==> src/rtl/sequential_divider_pkg.sv <==
// Shared types and constants for the restoring sequential divider.
// Also carries a behavioural reference divide for benches.
package sequential_divider_pkg;

  localparam int DIV_WIDTH = 8;
  localparam int CNT_W     = $clog2(DIV_WIDTH);

  typedef enum logic [1:0] {
    IDLE = 2'd0,
    CALC = 2'd1,
    DONE = 2'd2
  } div_state_t;

  typedef struct packed {
    logic [DIV_WIDTH-1:0] quotient;
    logic [DIV_WIDTH-1:0] remainder;
    logic                 dz;
  } div_result_t;

  // A zero divisor yields an all-ones quotient and returns the dividend as remainder.
  function automatic div_result_t ref_divide(input logic [DIV_WIDTH-1:0] dividend,
                                             input logic [DIV_WIDTH-1:0] divisor);
    div_result_t res;
    if (divisor == '0) begin
      res.quotient  = '1;
      res.remainder = dividend;
      res.dz        = 1'b1;
    end else begin
      res.quotient  = dividend / divisor;
      res.remainder = dividend % divisor;
      res.dz        = 1'b0;
    end
    return res;
  endfunction

endpackage

==> src/rtl/sequential_divider_if.sv <==
// Operand/result bus shared by the divider and its multiplicator sibling.
// Handshake: start_in is a level request accepted on a rising edge in IDLE or DONE;
// results are valid while done_out=1 and are held until the next accepted start.
interface sequential_divider_if #(parameter int WIDTH = 8) ();
  logic [WIDTH-1:0] dividend_in;
  logic [WIDTH-1:0] divisor_in;
  logic             start_in;
  logic [WIDTH-1:0] quotient_out;
  logic [WIDTH-1:0] remainder_out;
  logic             done_out;
  logic             div_by_zero_out;

  modport master (
    output dividend_in, divisor_in, start_in,
    input  quotient_out, remainder_out, done_out, div_by_zero_out
  );

  modport slave (
    input  dividend_in, divisor_in, start_in,
    output quotient_out, remainder_out, done_out, div_by_zero_out
  );
endinterface

==> src/rtl/sequential_divider_step.sv <==
// One restoring-division iteration: shift {R,Q} left, trial-subtract D, restore on borrow.
module sequential_divider_step #(
  parameter int WIDTH = 8
) (
  input  logic [WIDTH:0]   r_i,
  input  logic [WIDTH-1:0] q_i,
  input  logic [WIDTH-1:0] d_i,
  output logic [WIDTH:0]   r_o,
  output logic [WIDTH-1:0] q_o
);
  logic [WIDTH+1:0] r_sh;
  logic             fits;

  always_comb begin
    r_sh = {r_i, q_i[WIDTH-1]};
    fits = (r_sh >= {2'b00, d_i});
    r_o  = fits ? (r_sh[WIDTH:0] - {1'b0, d_i}) : r_sh[WIDTH:0];
    q_o  = {q_i[WIDTH-2:0], fits};
  end
endmodule

==> src/rtl/sequential_divider.sv <==
// Unsigned restoring divider producing one quotient bit per clock.
// Three-process FSM (IDLE/CALC/DONE); state is exported on state_o for observation.
module sequential_divider
  import sequential_divider_pkg::*;
#(
  parameter int WIDTH = DIV_WIDTH
) (
  input  logic               clock,
  input  logic               reset,
  sequential_divider_if.slave bus,
  output div_state_t         state_o
);
  localparam int CW = (WIDTH > 1) ? $clog2(WIDTH) : 1;

  div_state_t       state_q, state_d;
  logic [WIDTH:0]   r_q, r_d;
  logic [WIDTH-1:0] q_q, q_d, d_q, d_d;
  logic [CW-1:0]    cnt_q, cnt_d;
  logic [WIDTH-1:0] quot_q, quot_d, rem_q, rem_d;
  logic             done_q, done_d, dz_q, dz_d;
  logic [WIDTH:0]   step_r;
  logic [WIDTH-1:0] step_q;
  logic             accept, accept_dz, last_step;

  sequential_divider_step #(.WIDTH(WIDTH)) u_step (
    .r_i (r_q),
    .q_i (q_q),
    .d_i (d_q),
    .r_o (step_r),
    .q_o (step_q)
  );

  assign accept    = bus.start_in && (state_q != CALC);
  assign accept_dz = accept && (bus.divisor_in == '0);
  assign last_step = (state_q == CALC) && (cnt_q == CW'(WIDTH - 1));

  always_ff @(posedge clock or negedge reset) begin
    if (!reset) begin
      state_q <= IDLE;
      r_q     <= '0;
      q_q     <= '0;
      d_q     <= '0;
      cnt_q   <= '0;
      quot_q  <= '0;
      rem_q   <= '0;
      done_q  <= 1'b0;
      dz_q    <= 1'b0;
    end else begin
      state_q <= state_d;
      r_q     <= r_d;
      q_q     <= q_d;
      d_q     <= d_d;
      cnt_q   <= cnt_d;
      quot_q  <= quot_d;
      rem_q   <= rem_d;
      done_q  <= done_d;
      dz_q    <= dz_d;
    end
  end

  always_comb begin
    state_d = state_q;
    case (state_q)
      IDLE, DONE: if (accept) state_d = accept_dz ? DONE : CALC;
      CALC:       if (last_step) state_d = DONE;
      default:    state_d = IDLE;
    endcase
  end

  // Divide-by-zero is resolved on the accepting edge and never enters CALC.
  always_comb begin
    r_d    = r_q;
    q_d    = q_q;
    d_d    = d_q;
    cnt_d  = cnt_q;
    quot_d = quot_q;
    rem_d  = rem_q;
    done_d = done_q;
    dz_d   = dz_q;
    if (accept) begin
      if (accept_dz) begin
        quot_d = '1;
        rem_d  = bus.dividend_in;
        dz_d   = 1'b1;
        done_d = 1'b1;
      end else begin
        r_d    = '0;
        q_d    = bus.dividend_in;
        d_d    = bus.divisor_in;
        cnt_d  = '0;
        done_d = 1'b0;
      end
    end else if (state_q == CALC) begin
      r_d   = step_r;
      q_d   = step_q;
      cnt_d = cnt_q + 1'b1;
      if (last_step) begin
        quot_d = step_q;
        rem_d  = step_r[WIDTH-1:0];
        dz_d   = 1'b0;
        done_d = 1'b1;
      end
    end
  end

  assign bus.quotient_out    = quot_q;
  assign bus.remainder_out   = rem_q;
  assign bus.done_out        = done_q;
  assign bus.div_by_zero_out = dz_q;
  assign state_o             = state_q;

endmodule

==> src/flat_wrapper.sv <==
// flat-port wrapper written by rule: the top's interface ports become plain ports
module sequential_divider_flat import sequential_divider_pkg::*;
#(
  parameter int WIDTH = DIV_WIDTH
)
  (clock, reset, state_o, bus_dividend_in, bus_divisor_in, bus_start_in, bus_quotient_out, bus_remainder_out, bus_done_out, bus_div_by_zero_out);
  sequential_divider_if #(.WIDTH(WIDTH)) bus_i ();
  input  logic clock;
  input  logic reset;
  output div_state_t state_o;
  input wire logic [$bits(bus_i.dividend_in)-1:0] bus_dividend_in;
  input wire logic [$bits(bus_i.divisor_in)-1:0] bus_divisor_in;
  input wire logic [$bits(bus_i.start_in)-1:0] bus_start_in;
  output wire logic [$bits(bus_i.quotient_out)-1:0] bus_quotient_out;
  output wire logic [$bits(bus_i.remainder_out)-1:0] bus_remainder_out;
  output wire logic [$bits(bus_i.done_out)-1:0] bus_done_out;
  output wire logic [$bits(bus_i.div_by_zero_out)-1:0] bus_div_by_zero_out;
  assign bus_i.dividend_in = bus_dividend_in;
  assign bus_i.divisor_in = bus_divisor_in;
  assign bus_i.start_in = bus_start_in;
  assign bus_quotient_out = bus_i.quotient_out;
  assign bus_remainder_out = bus_i.remainder_out;
  assign bus_done_out = bus_i.done_out;
  assign bus_div_by_zero_out = bus_i.div_by_zero_out;
  sequential_divider #(.WIDTH(WIDTH)) u_core (.clock(clock), .reset(reset), .bus(bus_i), .state_o(state_o));
endmodule
==> config.mk <==
export PLATFORM = sky130hd
export DESIGN_NAME = sequential_divider_flat
export DESIGN_NICKNAME = d
export VERILOG_FILES = /design/src/rtl/sequential_divider_pkg.sv /design/src/rtl/sequential_divider_if.sv /design/src/rtl/sequential_divider_step.sv /design/src/rtl/sequential_divider.sv /design/src/flat_wrapper.sv
export SDC_FILE = /design/constraint.sdc
export NUM_CORES = 1
export LEC_CHECK = 0
export ABC_AREA = 1
export CAP_MARGIN = 25
export CELL_PAD_IN_SITES_DETAIL_PLACEMENT = 0
export CELL_PAD_IN_SITES_GLOBAL_PLACEMENT = 1
export CORE_UTILIZATION = 36
export DETAILED_ROUTE_END_ITERATION = 16
export PLACE_DENSITY = 0.81
export SLEW_MARGIN = 5
export SYNTH_ARGS = -nofsm -noshare
export SYNTH_HDL_FRONTEND = slang
export SYNTH_SLANG_ARGS = --single-unit
==> constraint.sdc <==
create_clock -name clock -period 2.01 [get_ports clock]
set_clock_uncertainty 0.2 [all_clocks]
set_input_delay 0.603 -clock clock [delete_from_list [all_inputs] [get_ports clock]]
set_output_delay 0.603 -clock clock [all_outputs]
set_load 0.005 [all_outputs]
== Yosys cells after proc, flatten, opt, wreduce, memory -nomap -nowiden ==
Index checks and enable logic that the tools add are counted.

* Register bits after elaboration: 48
* Bits in latches: 0
* RAM bits: 0
* ROM bits: 0
* Input bits: 19
* Output and inout port bits: 20
* Logic and storage cells: 64
* Memories kept: 0

* $add $sub $neg: 2
* $mul: 0
* Divide/modulo/power cells: 0
* Order comparisons: 1
* Equal/unequal tests: 8
* Shifts and indexed selects: 0
* Mux-type cells: 30
* Bitwise gates (word level): 1
* Reductions and logical operators: 13

{| class="wikitable"
|+ Operators with widths
! operator !! count
|-
| $mux 8 || 11
|-
| $mux 9 || 4
|-
| $ge 10x8->1 || 1
|-
| $mux 3 || 3
|-
| $sub 9x8->9 || 1
|-
| $logic_not 8->1 || 1
|-
| $mux 1 || 8
|-
| $reduce_and 2->1 || 4
|-
| $mux 2 || 3
|-
| $ne 2x1->1 const B || 3
|-
| $ne 2x2->1 const B || 2
|-
| $pmux 2 s2 || 1
|-
| $reduce_bool 2->1 || 2
|-
| $add 3x1->3 const B || 1
|-
| $eq 3x3->1 const B || 1
|-
| $logic_and 1x1->1 || 3
|-
| $reduce_and 3->1 || 1
|-
| $eq 2x1->1 const B || 1
|-
| $eq 2x2->1 const B || 1
|-
| $logic_not 2->1 || 1
|-
| $reduce_or 2->1 || 1
|-
| $not 1->1 || 1
|}

== Depth between registers and ports, before layout ==
Gate-level depths: netlist of the first run.

* Word-level depth: 6
* Depth in mapped cells: 14
* Gate-level depth less buffers: 14

== Modules after synthesis ==
Synthesis of the first run repeated with hierarchy kept, for this count alone.

* Cell total of the unflattened synthesis: 405
* Area, all modules: 3032.9 um2

{| class="wikitable"
|+ By module, submodules not included
! module !! instances !! cells an instance !! area an instance (um2) !! sequential area each (um2)
|-
| sequential_divider || 1 || 278 || 2307.2 || 1201.2
|-
| sequential_divider_step || 1 || 127 || 725.7 || 0.0
|}

== Worst setup path before layout of the first run ==
Ideal clock, no wire load.

* Path kind: reg2reg
* Start point: register u_core.q_q[7]
* End point: register u_core.rem_q[1] (netlist: u_core.bus.remainder_out[1])
* Setup time: 113 ps
* Arrival: 1788 ps
* Required time: 1697 ps
* Setup slack: -91 ps
* Stages on the path, launching flop included: 15
* Path buffers: 0
* Clock period less this slack: 2101 ps
* Cell sequence: dfrtp_1 -> inv_1 -> ha_1 -> inv_1 -> fa_1 -> nand2_1 -> nand2_1 -> nand3_1 -> inv_2 -> nor2_4 -> nor2_2 -> nand2_1 -> nand3_1 -> nand2_1 -> inv_1

* Cells in the longest elaborated chain, start to end: 5
* Elaborated cells on any way between the ends: 6
* Classes of those cells: add/sub (1); order compare (1); mux (4)

{| class="wikitable"
|+ Ends and longest elaborated chain
! item !! RTL line !! source
|-
| start, declared || sequential_divider.sv:17 || <nowiki>logic [WIDTH-1:0] q_q, q_d, d_q, d_d;</nowiki>
|-
| start signal, assigned || sequential_divider.sv:51 || <nowiki>q_q <= q_d;</nowiki>
|-
| $sub 9x8->9 or $ge 10x8->1 (tied branches) || sequential_divider_step.sv:17, sequential_divider_step.sv:16 ||
|-
| $mux 9 * || sequential_divider_step.sv:17 || <nowiki>r_o = fits ? (r_sh[WIDTH:0] - {1'b0, d_i}) : r_sh[WIDTH:0];</nowiki>
|-
| $mux 8 * || sequential_divider.sv:97 || <nowiki>if (last_step) begin</nowiki>
|-
| $mux 8 * || sequential_divider.sv:93 || <nowiki>end else if (state_q == CALC) begin</nowiki>
|-
| $mux 8 * || sequential_divider.sv:80 || <nowiki>if (accept) begin</nowiki>
|-
| end signal, assigned || sequential_divider.sv:55 || <nowiki>rem_q <= rem_d;</nowiki>
|-
| end, declared || sequential_divider.sv:19 || <nowiki>logic [WIDTH-1:0] quot_q, quot_d, rem_q, rem_d;</nowiki>
|}

Every way passes the cells marked *; elsewhere a longest branch is shown, timed or not. The select of a mux whose other input is x is not followed.
A chain may end at the register's enable or synchronous reset.

== Final worst setup path of the first run ==
* Start point: register u_core.q_q[7]
* End point: register u_core.rem_q[3] (netlist: u_core.bus.remainder_out[3])

The elaborated chain is that of the path after synthesis.

==> results of run 1 <==
## state kept, by name, indices dropped and copies added (netlist names)
name,flops
u_core.bus.done_out,1
u_core.r_q,9
u_core.bus.quotient_out,8
u_core.d_q,8
u_core.bus.remainder_out,8
u_core.state_o,2
u_core.cnt_q,3
u_core.q_q,8
u_core.bus.div_by_zero_out,1
## layout by cell type (no fill, tap or decap), drive strengths merged, types with 2 or more instances in the layout
master	synthesis	routed
buf	7	66
nand4	3	3
xor2	3	3
dfrtp	48	48
inv	54	53
clkbuf	2	6
or2	9	9
a31oi	9	9
dlymetal6s2s	0	18
clkdlybuf4s50	0	19
ha	10	10
nand3	24	24
a21oi	9	9
o21ai	18	18
nand2	108	108
a22o	2	2
nor2	37	38
clkinv	0	4
## per-stage QoR
stage	util [%]	instances
finish	55.75	552
global route	55.75	552
global placement	48.63	522
CTS	52.98	544
detailed placement	48.63	522
floorplan	-	349
## cells by family (layout without fill, tap and decap cells)
| logic type | count (synthesis) | count (layout) | synth area share, % |
|---|---|---|---|
| multiplexers | 1 | 1 | 0.4168 |
| buffers and inverters | 63 | 166 | 10.05 |
| flip-flops | 48 | 48 | 44.46 |
| XOR/XNOR | 4 | 4 | 1.297 |
| AND/OR/NAND/NOR | 182 | 183 | 30.15 |
| adder cells (fa/ha/maj) | 11 | 11 | 5.373 |
| AO/OA/AOI/OAI | 40 | 40 | 8.244 |
## area by class of cell
type	instances	area share, %
clock buffers	5	1.702
clock inverters	3	0.4641
inverters	54	5.507
multi-input cells	239	34.07
flip-flops and latches	48	29.70
well taps	99	3.063
repair buffers	104	25.50
## worst max-delay path: cells and delay by family, from the launching register on
family / cells / cell delay [ns]
adder cells (fa/ha/maj): 2 / 0.49
buffers and inverters: 5 / 0.35
AND/OR/NAND/NOR: 8 / 0.66
flip-flops: 1 / 0.41
## power breakdown
group / internal [uW] / switching [uW] / leakage, uW
combinational: 2140 / 2090 / 0.00160
sequential: 1400 / 204 / 0.000573
clock: 243 / 345 / 0.0000479
## layer usage
layer	vias up	global-route usage [%]	routed length, um
met1	1186	25.38	3304
met2	54	33.29	3339
met5	-	0	0
met4	0	4.692	77
li1	1300	-	-
met3	8	4.011	258
## repair_timing
action / CTS / global route
pin swaps: 8 / 22
buffers inserted: 13 / 7
cloned: 2 / 1
gates resized for setup: 27 / 39
setup endpoints to repair: 27 / 50
## worst max-delay path by stage
stage          cells after the start              start                     endpoint  slack, ns
5_1_grt                           15      u_core.q_q[7]                u_core.r_q[5]      -0.31
3_3_place_gp                       7  bus_divisor_in[7]              u_core.cnt_q[1]      -0.33
4_1_cts                           15      u_core.q_q[7]  u_core.bus.remainder_out[3]      -0.16
3_5_place_dp                       7  bus_divisor_in[6]                u_core.q_q[4]      -0.36
2_1_floorplan                     14      u_core.q_q[7]  u_core.bus.remainder_out[1]       0.01
6_report                          15      u_core.q_q[7]  u_core.bus.remainder_out[3]      -0.20
==> results.tsv, run 1 <==
stage	metric	value	unit
logic_synthesis	synth_top_area_share	44.47	%
timing	worst_slack	-0.1966	ns
drt	drtAntennaViolNets	0	
drt	wl	6980	um
critical_path	cp.required	2.02	ns
layout	finish.net_count	482	
power_and_ir_drop	leakage	0.002219	uW
layout	nFillCells	699	
critical_path	crit_path_max_incr_delay	0.41	ns
die	die_h	88.63	um
die	start_util	37.24	%
grt	grt.total_usage	19.50	%
timing	whs	0.08020	ns
logic_synthesis	yosysMostFrequentCell	nand2_1	
die	ios	39	
timing	period_minus_slack	2.207	ns
grt	grt_pass1_vias	2585	
timing	relSlewSlack	81.92	%
cts	cts_max_level	2	
logic_synthesis	synthArstFlopShare	100.0	%
layout	antenna_cells	0	
die	die_x	88.63	um
critical_path	end_kind	flip-flop	
cts	cts_hold_buf	0	
placement	dp_hpwl	4835	um
power_and_ir_drop	p_total	6422	uW
die	design.core.area	0.007253	sq mm
placement	dpl_worst_slack	-0.3621	ns
die	rows	31	
cts	cts_tree	built	
timing	fin_crit_sh	109.8	%
timing	worst_pin_slew	0.2711	ns
cts	cts_root_buffer	clkbuf_8	
logic_synthesis	syn-num-nets	379	
cts	cts_buffers	5	
drt	firstDrtPassIters	4	
layout	seq_area	0.001201	sq mm
layout	layout-drive-gt1-share	28.26	%
critical_path	crit_path_max_fanout	6	
die	dieArea	0.007854	sq mm
logic_synthesis	netlist_top_cells_area	dfrtp_1 44%, nand2_1 14%, inv_1 6.7%, nor2_1 4.7%, ha_1 4.6%	
critical_path	slowest_stage	dfrtp_1	
logic_synthesis	synth_edf_count	0	
timing	slew_violations	0	
logic_synthesis	synth_top_cells_by_count	103 x nand2_1, 48 x dfrtp_1, 48 x inv_1	
critical_path	regToRegEndpoint	u_core.bus.remainder_out[3]	
timing	setup_viol	19	
drt	wl_per_cell	12.64	um
drt	drc	0	
logic_synthesis	netlist_area	0.002701	sq mm
critical_path	ff2ff_path_depth	15	
drt	vias	2548	
logic_synthesis	postSynthCellCount	349	
critical_path	r2r_slack	-0.20	ns
critical_path	critPathLaunchType	flip-flop	
critical_path	cp_data_arrival_time	2.22	ns
cts	cts.sinks	48	
logic_synthesis	avgSynthCellArea	7.740	sq um
logic_synthesis	synth_seq_cells	48	
grt	grt_max_degree	49	
status	status	finished with violations	
power_and_ir_drop	power.density	1588	mW/mm^2
cts	insertion_delay	0.30	ns
grt	antenna_found_initial	0	
cts	clkSlewWorstSetupHoldPaths	0.10	ns
timing	final-hold-violation-count	0	
timing	fmax	453.2	MHz
logic_synthesis	yosysUniqueCellTypes	34	
logic_synthesis	synth_warnings	0	
placement	routabilityCongestion	0.8034	
critical_path	crit_chain	inv_2 -> ha_4 -> inv_2 -> fa_2 -> nand2_2 -> nand2_2 -> nand3_2 -> inv_2 -> nor2_4 -> buf_12 -> nor2_4 -> nand2_2 -> nand3_2 -> nand2_1 -> inv_1	
status	violations	negative setup slack	
timing	rsz0062_at_grt	true	
critical_path	path_class	reg2reg	
critical_path	rr_startpoint	u_core.q_q[7]	
logic_synthesis	seq_area_frac_synth	44.47	%
timing	fin_setup_tns	-3.181	ns
layout	final_area	0.004044	sq mm
grt	grt_pass1_wl	11730	um
layout	multiInputGateArea	0.001378	sq mm
drt	drtIter0Drc	122	
drt	routed_via_density	4.616	
layout	syn_to_final_growth	49.70	%
grt	overflow	0	
placement	place_area	0.003527	sq mm
run	drv_cap	0	
power_and_ir_drop	irDropWorstVdd	687.2	uV
worst_hold_path	hp-class	in2async	
cts	clock_path_buffers	2	
logic_synthesis	yosysTopAreaCell	dfrtp_1	
logic_synthesis	ys.flop_type	dfrtp_1	
placement	port_buffers	38	
Note: power is estimated with default switching activity, not from simulation.
==> run 2, diff against run 1 <==
--- a/config.mk
+++ b/config.mk
@@ -11,6 +11,7 @@
 export CELL_PAD_IN_SITES_GLOBAL_PLACEMENT = 1
 export CORE_UTILIZATION = 36
 export DETAILED_ROUTE_END_ITERATION = 16
+export GPL_ROUTABILITY_DRIVEN = 0
 export PLACE_DENSITY = 0.81
 export SLEW_MARGIN = 5
 export SYNTH_ARGS = -nofsm -noshare
==> results of run 2 <==
No change in the layout: final DEF, timing and power equal those of run 1.
==> run 3, diff against run 2 <==
--- a/config.mk
+++ b/config.mk
@@ -11,7 +11,7 @@
 export CELL_PAD_IN_SITES_GLOBAL_PLACEMENT = 1
 export CORE_UTILIZATION = 36
 export DETAILED_ROUTE_END_ITERATION = 16
-export GPL_ROUTABILITY_DRIVEN = 0
+export GPL_ROUTABILITY_DRIVEN = 1
 export PLACE_DENSITY = 0.81
 export SLEW_MARGIN = 5
 export SYNTH_ARGS = -nofsm -noshare
==> results of run 3 <==
No change in the layout: final DEF, timing and power equal those of run 1.
